### src/rtl/iic_arbiter_if.sv
// Bundle between the requesters, the arbiter and the IIC_module engine.
// master: the arbiter (drives responses to requesters and commands to the engine).
// slave:  the surroundings (requesters plus engine).
`timescale 1ns/1ps
interface iic_arbiter_if #(
    parameter int N_REQ = 4
);
    logic [2*N_REQ-1:0] req_call;
    logic [8*N_REQ-1:0] req_addr;
    logic [8*N_REQ-1:0] req_wdata;
    logic [N_REQ-1:0]   resp_done;
    logic [N_REQ-1:0]   resp_err;
    logic [7:0]         resp_rdata;
    logic [N_REQ-1:0]   grant;
    logic [1:0]         m_call;
    logic [7:0]         m_addr;
    logic [7:0]         m_wdata;
    logic [7:0]         m_rdata;
    logic               m_done;

    modport master (
        input  req_call, req_addr, req_wdata, m_rdata, m_done,
        output resp_done, resp_err, resp_rdata, grant, m_call, m_addr, m_wdata
    );

    modport slave (
        output req_call, req_addr, req_wdata, m_rdata, m_done,
        input  resp_done, resp_err, resp_rdata, grant, m_call, m_addr, m_wdata
    );
endinterface

### src/rtl/iic_arbiter.sv
// Round-robin arbiter sharing one IIC_module byte engine between N_REQ requesters.
// Holds the engine call until done (or watchdog abort), then forces one idle cycle.
//
// state | meaning
// IDLE  | no owner; search pending requesters from ptr upward and latch the winner
// BUSY  | engine call driven for the owner; watchdog counting down
// GAP   | one cycle with call and grant low so the engine returns to idle
`timescale 1ns/1ps
module iic_arbiter #(
    parameter int N_REQ       = 4,
    parameter int TIMEOUT_CYC = 2_000_000
) (
    input  logic           clk,
    input  logic           rst_n,
    iic_arbiter_if.master  bus
);
    localparam int PTR_W = (N_REQ > 1) ? $clog2(N_REQ) : 1;
    localparam int CNT_W = $clog2(TIMEOUT_CYC);

    typedef enum logic [1:0] {IDLE, BUSY, GAP} state_t;

    state_t            state;
    logic [PTR_W-1:0]  ptr;
    logic [PTR_W-1:0]  owner;
    logic [PTR_W-1:0]  owner_next;
    logic [PTR_W-1:0]  pick_idx;
    logic              pick_valid;
    logic [N_REQ-1:0]  pending;
    logic [1:0]        pick_call;
    logic [7:0]        pick_addr;
    logic [7:0]        pick_wdata;
    logic [CNT_W-1:0]  wdog;
    logic              cmd_rd;

    // A requester is pending whenever either of its call bits is set.
    always_comb begin
        pending = '0;
        for (int k = 0; k < N_REQ; k++) begin
            pending[k] = |bus.req_call[2*k +: 2];
        end
    end

    // First pending requester searching upward from ptr with wrap-around.
    always_comb begin
        int cand;
        pick_valid = 1'b0;
        pick_idx   = '0;
        cand       = 0;
        for (int i = 0; i < N_REQ; i++) begin
            cand = int'(ptr) + i;
            if (cand >= N_REQ) begin
                cand = cand - N_REQ;
            end
            if (!pick_valid && pending[cand]) begin
                pick_valid = 1'b1;
                pick_idx   = PTR_W'(cand);
            end
        end
    end

    // Fields of the winning requester, plus the pointer value after the current owner.
    always_comb begin
        pick_call  = bus.req_call[2*pick_idx +: 2];
        pick_addr  = bus.req_addr[8*pick_idx +: 8];
        pick_wdata = bus.req_wdata[8*pick_idx +: 8];
        owner_next = (int'(owner) == N_REQ - 1) ? '0 : owner + 1'b1;
    end

    // Arbitration FSM; every output is a register. m_done wins over the last watchdog count.
    always_ff @(posedge clk or negedge rst_n) begin
        if (!rst_n) begin
            state          <= IDLE;
            ptr            <= '0;
            owner          <= '0;
            wdog           <= '0;
            cmd_rd         <= 1'b0;
            bus.grant      <= '0;
            bus.m_call     <= 2'b00;
            bus.m_addr     <= '0;
            bus.m_wdata    <= '0;
            bus.resp_rdata <= '0;
            bus.resp_done  <= '0;
            bus.resp_err   <= '0;
        end else begin
            bus.resp_done <= '0;
            bus.resp_err  <= '0;
            case (state)
                IDLE: begin
                    if (pick_valid) begin
                        owner       <= pick_idx;
                        bus.grant   <= N_REQ'(1) << pick_idx;
                        bus.m_addr  <= pick_addr;
                        bus.m_wdata <= pick_wdata;
                        // call = 11 is treated as a write
                        bus.m_call  <= pick_call[1] ? 2'b10 : 2'b01;
                        cmd_rd      <= ~pick_call[1];
                        wdog        <= CNT_W'(TIMEOUT_CYC - 1);
                        state       <= BUSY;
                    end
                end
                BUSY: begin
                    if (bus.m_done) begin
                        if (cmd_rd) begin
                            bus.resp_rdata <= bus.m_rdata;
                        end
                        bus.resp_done <= bus.grant;
                        bus.grant     <= '0;
                        bus.m_call    <= 2'b00;
                        ptr           <= owner_next;
                        wdog          <= '0;
                        state         <= GAP;
                    end else if (wdog == '0) begin
                        bus.resp_done <= bus.grant;
                        bus.resp_err  <= bus.grant;
                        bus.grant     <= '0;
                        bus.m_call    <= 2'b00;
                        ptr           <= owner_next;
                        state         <= GAP;
                    end else begin
                        wdog <= wdog - 1'b1;
                    end
                end
                GAP: begin
                    state <= IDLE;
                end
                default: begin
                    state      <= IDLE;
                    bus.grant  <= '0;
                    bus.m_call <= 2'b00;
                end
            endcase
        end
    end
endmodule

### src/flat_wrapper.sv
// flat-port wrapper written by rule: the top's interface ports become plain ports
module iic_arbiter_flat 
#(
    parameter int N_REQ       = 4,
    parameter int TIMEOUT_CYC = 2_000_000
)
  (clk, rst_n, bus_req_call, bus_req_addr, bus_req_wdata, bus_m_rdata, bus_m_done, bus_resp_done, bus_resp_err, bus_resp_rdata, bus_grant, bus_m_call, bus_m_addr, bus_m_wdata);
  iic_arbiter_if #(.N_REQ(N_REQ)) bus_i ();
  input  logic clk;
  input  logic rst_n;
  input wire logic [$bits(bus_i.req_call)-1:0] bus_req_call;
  input wire logic [$bits(bus_i.req_addr)-1:0] bus_req_addr;
  input wire logic [$bits(bus_i.req_wdata)-1:0] bus_req_wdata;
  input wire logic [$bits(bus_i.m_rdata)-1:0] bus_m_rdata;
  input wire logic [$bits(bus_i.m_done)-1:0] bus_m_done;
  output wire logic [$bits(bus_i.resp_done)-1:0] bus_resp_done;
  output wire logic [$bits(bus_i.resp_err)-1:0] bus_resp_err;
  output wire logic [$bits(bus_i.resp_rdata)-1:0] bus_resp_rdata;
  output wire logic [$bits(bus_i.grant)-1:0] bus_grant;
  output wire logic [$bits(bus_i.m_call)-1:0] bus_m_call;
  output wire logic [$bits(bus_i.m_addr)-1:0] bus_m_addr;
  output wire logic [$bits(bus_i.m_wdata)-1:0] bus_m_wdata;
  assign bus_i.req_call = bus_req_call;
  assign bus_i.req_addr = bus_req_addr;
  assign bus_i.req_wdata = bus_req_wdata;
  assign bus_i.m_rdata = bus_m_rdata;
  assign bus_i.m_done = bus_m_done;
  assign bus_resp_done = bus_i.resp_done;
  assign bus_resp_err = bus_i.resp_err;
  assign bus_resp_rdata = bus_i.resp_rdata;
  assign bus_grant = bus_i.grant;
  assign bus_m_call = bus_i.m_call;
  assign bus_m_addr = bus_i.m_addr;
  assign bus_m_wdata = bus_i.m_wdata;
  iic_arbiter #(.N_REQ(N_REQ), .TIMEOUT_CYC(TIMEOUT_CYC)) u_core (.clk(clk), .rst_n(rst_n), .bus(bus_i));
endmodule
### config.mk
export PLATFORM = sky130hd
export DESIGN_NAME = iic_arbiter_flat
export DESIGN_NICKNAME = d
export VERILOG_FILES = /design/src/rtl/iic_arbiter_if.sv /design/src/rtl/iic_arbiter.sv /design/src/flat_wrapper.sv
export SDC_FILE = /design/constraint.sdc
export NUM_CORES = 1
export LEC_CHECK = 0
export CELL_PAD_IN_SITES_DETAIL_PLACEMENT = 1
export CELL_PAD_IN_SITES_GLOBAL_PLACEMENT = 1
export CORE_ASPECT_RATIO = 0.8
export CORE_MARGIN = 2
export CORE_UTILIZATION = 47
export DETAILED_ROUTE_END_ITERATION = 8
export DONT_BUFFER_PORTS = 1
export PLACE_DENSITY_LB_ADDON = 0.05
export SETUP_SLACK_MARGIN = 0.02
export SLEW_MARGIN = 10
export SYNTH_ARGS = -nofsm -noshare
export SYNTH_HDL_FRONTEND = slang
export SYNTH_SLANG_ARGS = --single-unit
### constraint.sdc
create_clock -name clk -period 2.9 [get_ports clk]
set_input_delay 0.58 -clock clk [delete_from_list [all_inputs] [get_ports clk]]
set_output_delay 0.58 -clock clk [all_outputs]
set_load 0.01 [all_outputs]
Word level (Yosys, flattened, before mapping)
Cells that the tools add are included.

storage, ports and cells
  bits in registers = 66
  input bits = 83
  logic and storage cells = 110

cells by class
  $add $sub $neg = 9
  order comparisons = 8
  equality and inequality tests = 6
  shift operators = 4
  mux-type cells = 49
  bitwise gates (word level) = 2
  reduce and logical (&&, ||, !) cells = 20

operators by type and width
  kind                     count
  $lt A32 B4 Y1 const B    4
  $mux W32                 4
  $ge A32 B4 Y1 const B    3
  $sub A32 B4 Y32 const B  3
  $shiftx A32 B6 Y8        2
  $mux W21                 3
  $pmux W21 S2             1
  $mux W4                  8
  $mux W2                  14
  $logic_not A21 Y1        1
  $sub A21 B1 Y21 const B  1
  $mux W1                  12
  $pmux W4 S3              1
  $reduce_and A3 Y1        3
  $bmux W1 S2              4
  $reduce_or A2 Y1         4
  $shiftx A8 B4 Y2         1
  $add A2 B2 Y3 const B    2
  $pmux W2 S3              1
  $reduce_and A2 Y1        3
  $eq A2 B1 Y1 const B     2
  $pmux W2 S2              1
  $reduce_bool A2 Y1       2
  $shl A1 B2 Y4 const A    1
  12 further kinds         17

Depth between registers and ports, before layout
  depth in word-level cells = 19
  mapped depth = 9
  gate-level depth less buffers = 7

Worst setup path before layout
OpenSTA, ideal clock, no wires.

  path kind = input -> register
  start = input port bus_req_call[3]
  end = register u_core.bus.m_addr[5]
  data arrival time = 2.395 ns
  slack = 0.379 ns
  cell stages on the path = 7
  buffers on the path = 2
  path through = or2_2 clkbuf_1 o311a_1 nor2_1 buf_2 mux2_2 a221o_1

on the way
  longest elaborated chain between the ends = 15
  elaborated cells on any way between the ends = 29

ends and longest elaborated chain
  item                                                           RTL line              RTL
  start: declaration                                             flat_wrapper.sv:11    input wire logic [$bits(bus_i.req_call)-1:0] bus_req_call;
  $reduce_or A2 Y1 *                                             iic_arbiter.sv:39     pending[k] = |bus.req_call[2*k +: 2];
  $bmux W1 S2                                                    iic_arbiter.sv:54     if (!pick_valid && pending[cand]) begin
  $mux W1 (implied by the code) (2 in series)                    iic_arbiter.sv:54
  $mux W1                                                        iic_arbiter.sv:54
  $logic_not A1 Y1                                               iic_arbiter.sv:54
  $logic_and A1 B1 Y1                                            iic_arbiter.sv:54
  $mux W1                                                        iic_arbiter.sv:54
  $logic_not A1 Y1                                               iic_arbiter.sv:54
  $logic_and A1 B1 Y1                                            iic_arbiter.sv:54
  $mux W1                                                        iic_arbiter.sv:54
  $logic_not A1 Y1                                               iic_arbiter.sv:54
  $logic_and A1 B1 Y1                                            iic_arbiter.sv:54
  $mux W2 / $mux W1 (equally long branches)                      iic_arbiter.sv:54
  $shiftx A32 B6 Y8 / $reduce_and A2 Y1 (equally long branches)  -
  end signal: assignment                                         iic_arbiter.sv:92     bus.m_addr <= pick_addr;
  end: declaration                                               iic_arbiter_if.sv:23  output resp_done, resp_err, resp_rdata, grant, m_call, m_addr, m_wdata

Every way passes the cells marked *; elsewhere a longest branch is shown, timed or not. The select of a mux whose other input is x is not followed.
A chain may end at the register's enable or synchronous reset.

Worst setup path after layout
  start = register u_core.wdog[12]
  end = register u_core.ptr[1]

on the way
  longest elaborated chain between the ends = 3

ends and longest elaborated chain
  item                          RTL line            RTL
  start: declaration            iic_arbiter.sv:32   logic [CNT_W-1:0] wdog;
  start signal: assignment      iic_arbiter.sv:97   wdog <= CNT_W'(TIMEOUT_CYC - 1);
  start signal: assignment      iic_arbiter.sv:120  wdog <= wdog - 1'b1;
  $logic_not A21 Y1             iic_arbiter.sv:112  end else if (wdog == '0) begin
  $reduce_bool A2 Y1 (no line)  -
  $reduce_and A2 Y1 (no line)   -
  end signal: assignment        iic_arbiter.sv:109  ptr <= owner_next;
  end signal: assignment        iic_arbiter.sv:117  ptr <= owner_next;
  end: declaration              iic_arbiter.sv:23   logic [PTR_W-1:0] ptr;

Every way passes these cells.

==> impl_metrics.py <==
metrics = {
    "run_status": {
        "status": "completed",
    },
    "floorplanning": {
        "rows": 29,
        "fp.dieW_um": 104,
        "die_area_mm2": 0.00870,
        "die_y_um": 83.8,
        "pin_count": 121,
        "core_area_mm2": 0.00784,
        "initial_core_util": 0.478,
    },
    "clock_network": {
        "root_buffer": "clkbuf_8",
        "numCtsBuffers": 9,
        "cts_buffer_depth": 2,
        "postCtsSetupBuffers": 0,
        "clock_sink_count": 66,
        "htree_num_levels": 3,
        "clock_latency_ns": 0.35,
        "path_clk_slew_ns": 0.07,
        "cts_tree": "built",
    },
    "drt": {
        "vias_per_cell": 6.59,
        "antenna_left": 0,
        "via_count": 3322,
        "dr.pass1.iters": 4,
        "drt_iter0_markers": 184,
        "maxUsedRoutingLayer": "met4",
        "wl_mm": 11.0,
        "wire_per_inst_um": 21.8,
        "met1_length_mm": 5.08,
        "wl_met2_mm": 4.99,
        "drc_errors": 0,
        "wl_met3_um": 758,
    },
    "worst_setup_path": {
        "crit_slowest_cell": "or4_4",
        "path_class": "reg2reg",
        "r2r-end": "u_core.ptr[1]",
        "end_kind": "flop",
        "max_stage_delay_ns": 0.57,
        "path_cells": "or4_4 > nor4_1 > nand2_1 > a21oi_1 > mux2_2",
        "crit_fanout": 7,
        "crit_required_ns": 3.14,
        "r2r_slack_ns": 0.44,
        "cp.arrival_ns": 2.70,
        "r2r_cells": 5,
        "start_kind": "flop",
        "r2r_start": "u_core.wdog[12]",
    },
    "grt": {
        "overflow": 0,
        "grt_use_total": 0.258,
        "grt_pass1_vias": 3293,
        "grt_antenna_before_repair": 1,
        "grt_first_pass_wirelength_mm": 17.7,
        "grt_max_degree": 67,
    },
    "timing": {
        "hold_viol": 0,
        "rsz0062_at_grt": "false",
        "slew_violations": 0,
        "period_needed_ns": 2.46,
        "fin_setup_tns_ns": 0,
        "fin_crit_sh": 0.848,
        "fmax_mhz": 406,
        "fin_worst_skew_ns": 0.0109,
        "slew_headroom": 0.512,
        "setup_violations": 0,
        "tightestPinTransition_ns": 0.727,
    },
    "run": {
        "drv_cap": 0,
    },
    "cells_and_area": {
        "post_layout_nonfiller_instances": 504,
        "fin_nets": 476,
        "mostFrequentLayoutCell": "dfrtp_1",
        "area_growth_pct": 9.56,
        "drive_above_1_share": 0.152,
        "final_cell_mix": "dfrtp_1, a21oi_1, nor2_1, o21ai_0, buf_4",
    },
    "power": {
        "power_frac_comb": 0.410,
        "worst_ir_drop_vdd_v": 0.000529,
        "switching_share": 0.437,
        "power.density_mw_per_mm2": 1010,
        "p_int_w": 0.00232,
        "pwr-share-clk": 0.170,
        "p_seq_frac": 0.420,
        "power.switching_w": 0.00180,
        "leakagePower_nw": 1.64,
    },
    "synthesis": {
        "yosys.area.top_type_share": 0.441,
        "post-synth-top-area-cell": "dfrtp_1",
        "synth_area_leaders": "dfrtp_1, a21oi_1, mux2_2",
        "synthFlopType": "dfrtp_1",
        "netlist_instances": 386,
        "synth-seq-area-share": 0.441,
        "yosys_warnings": 0,
        "synth_async_sr_flop_share": 1.00,
        "avgSynthCellArea_um2": 9.70,
        "synth-seq-cells": 66,
        "synth_cell_types": 57,
        "syn_area_mm2": 0.00374,
        "synth_edf_count": 0,
        "synth_fp_nets": 472,
    },
    "placed_design": {
        "globalplace.congestion": 0.807,
        "dpl.hpwl_mm": 7.72,
        "numPortBuffers": 0,
        "dpl.cell_count": 486,
    },
    "min_path": {
        "hold_path.class": "in2async",
    },
}
## state kept, by name (all words and copies together), names as in the netlist
signal / count
u_core.bus.resp_done: 4
u_core.wdog: 21
u_core.bus.resp_err: 4
u_core.bus.m_wdata: 8
u_core.bus.m_addr: 8
u_core.bus.m_call: 2
u_core.ptr: 2
u_core.bus.resp_rdata: 8
u_core.bus.grant: 4
u_core.owner: 2
u_core.cmd_rd: 1
u_core.state: 2
## worst max-delay path by stage
| stage | start | endpoint | cells past startpoint |
|---|---|---|---|
| after floorplan | bus_req_call[3] | u_core.bus.m_addr[5] | 7 |
| after global placement | bus_req_call[3] | u_core.bus.m_addr[5] | 6 |
| after detailed placement | bus_req_call[3] | u_core.bus.m_addr[5] | 6 |
| after CTS | u_core.wdog[12] | u_core.ptr[0] | 5 |
| after global routing | u_core.wdog[12] | u_core.ptr[0] | 5 |
| final | u_core.wdog[12] | u_core.ptr[1] | 5 |
## cells in the mapped netlist, drive strengths merged, types with 6 or more instances
cell type and instances:
nor2 34, buf 6, nand3 7, a221oi 12, and4 13, and2 8
o21ai 27, nor4 6, a21oi 40, clkbuf 18, o31a 13, nand2 10
inv 7, dfrtp 66, or4 9, nor3 8, mux2 15, o31ai 13
## area by class of cell
class / instances / area (µm²)
Tap cell: 108 / 135
Antenna cell: 1 / 2.50
Multi-Input combinational cell: 289 / 1960
Fill cell: 920 / 3730
Inverter: 7 / 26.3
Sequential cell: 66 / 1650
Clock buffer: 10 / 138
Clock inverter: 6 / 40.0
Timing Repair Buffer: 17 / 148
## per-stage QoR
step           total power, W  hold WS (ns)  setup WS (ns)  utilization  cell area, µm²
6_report              0.00413         0.114          0.440        0.523            4100
5_1_grt               0.00445         0.112          0.279        0.523            4100
4_1_cts               0.00416         0.107          0.454        0.523            4100
3_5_place_dp          0.00341         0.286          0.334        0.497            3890
3_3_place_gp          0.00334         0.286          0.384        0.497            3890
2_1_floorplan         0.00288         0.284          0.379            -            3740
## cell families after synthesis
logic type | Yosys count | synth area share
AOI/OAI and AO/OA | 153 | 0.280
and+or+nand+nor | 118 | 0.185
DFF | 66 | 0.441
buffers and inverters | 31 | 0.0388
muxes | 15 | 0.0451
adders and majority gates | 3 | 0.0100
## power groups by stage
stage	clock network, W	registers [W]	logic, W
after floorplan	0	0.00161	0.00127
after global placement	0	0.00174	0.00160
after detailed placement	0	0.00174	0.00167
after CTS	0.000727	0.00173	0.00170
after global routing	0.000772	0.00179	0.00189
final	0.000703	0.00173	0.00169
## worst max-delay path: cells and delay by family (launching register included)
| kind | cells | cell delay [ns] |
|---|---|---|
| and+or+nand+nor | 3 | 1.06 |
| AOI/OAI and AO/OA | 1 | 0.46 |
| DFF | 1 | 0.44 |
| muxes | 1 | 0.39 |
## metal layers
layer  track usage  vias up
met4        0.0749        0
met1         0.356     1660
li1              -     1524
met2         0.395      123
met5             0        -
met3        0.0796       15
## repair_timing
item | in CTS | in global routing
hold buffers | 1 | 0
resized for setup | 0 | 0
hold endpoints to repair | 66 | 0
Power figures use the tool's default switching activity.
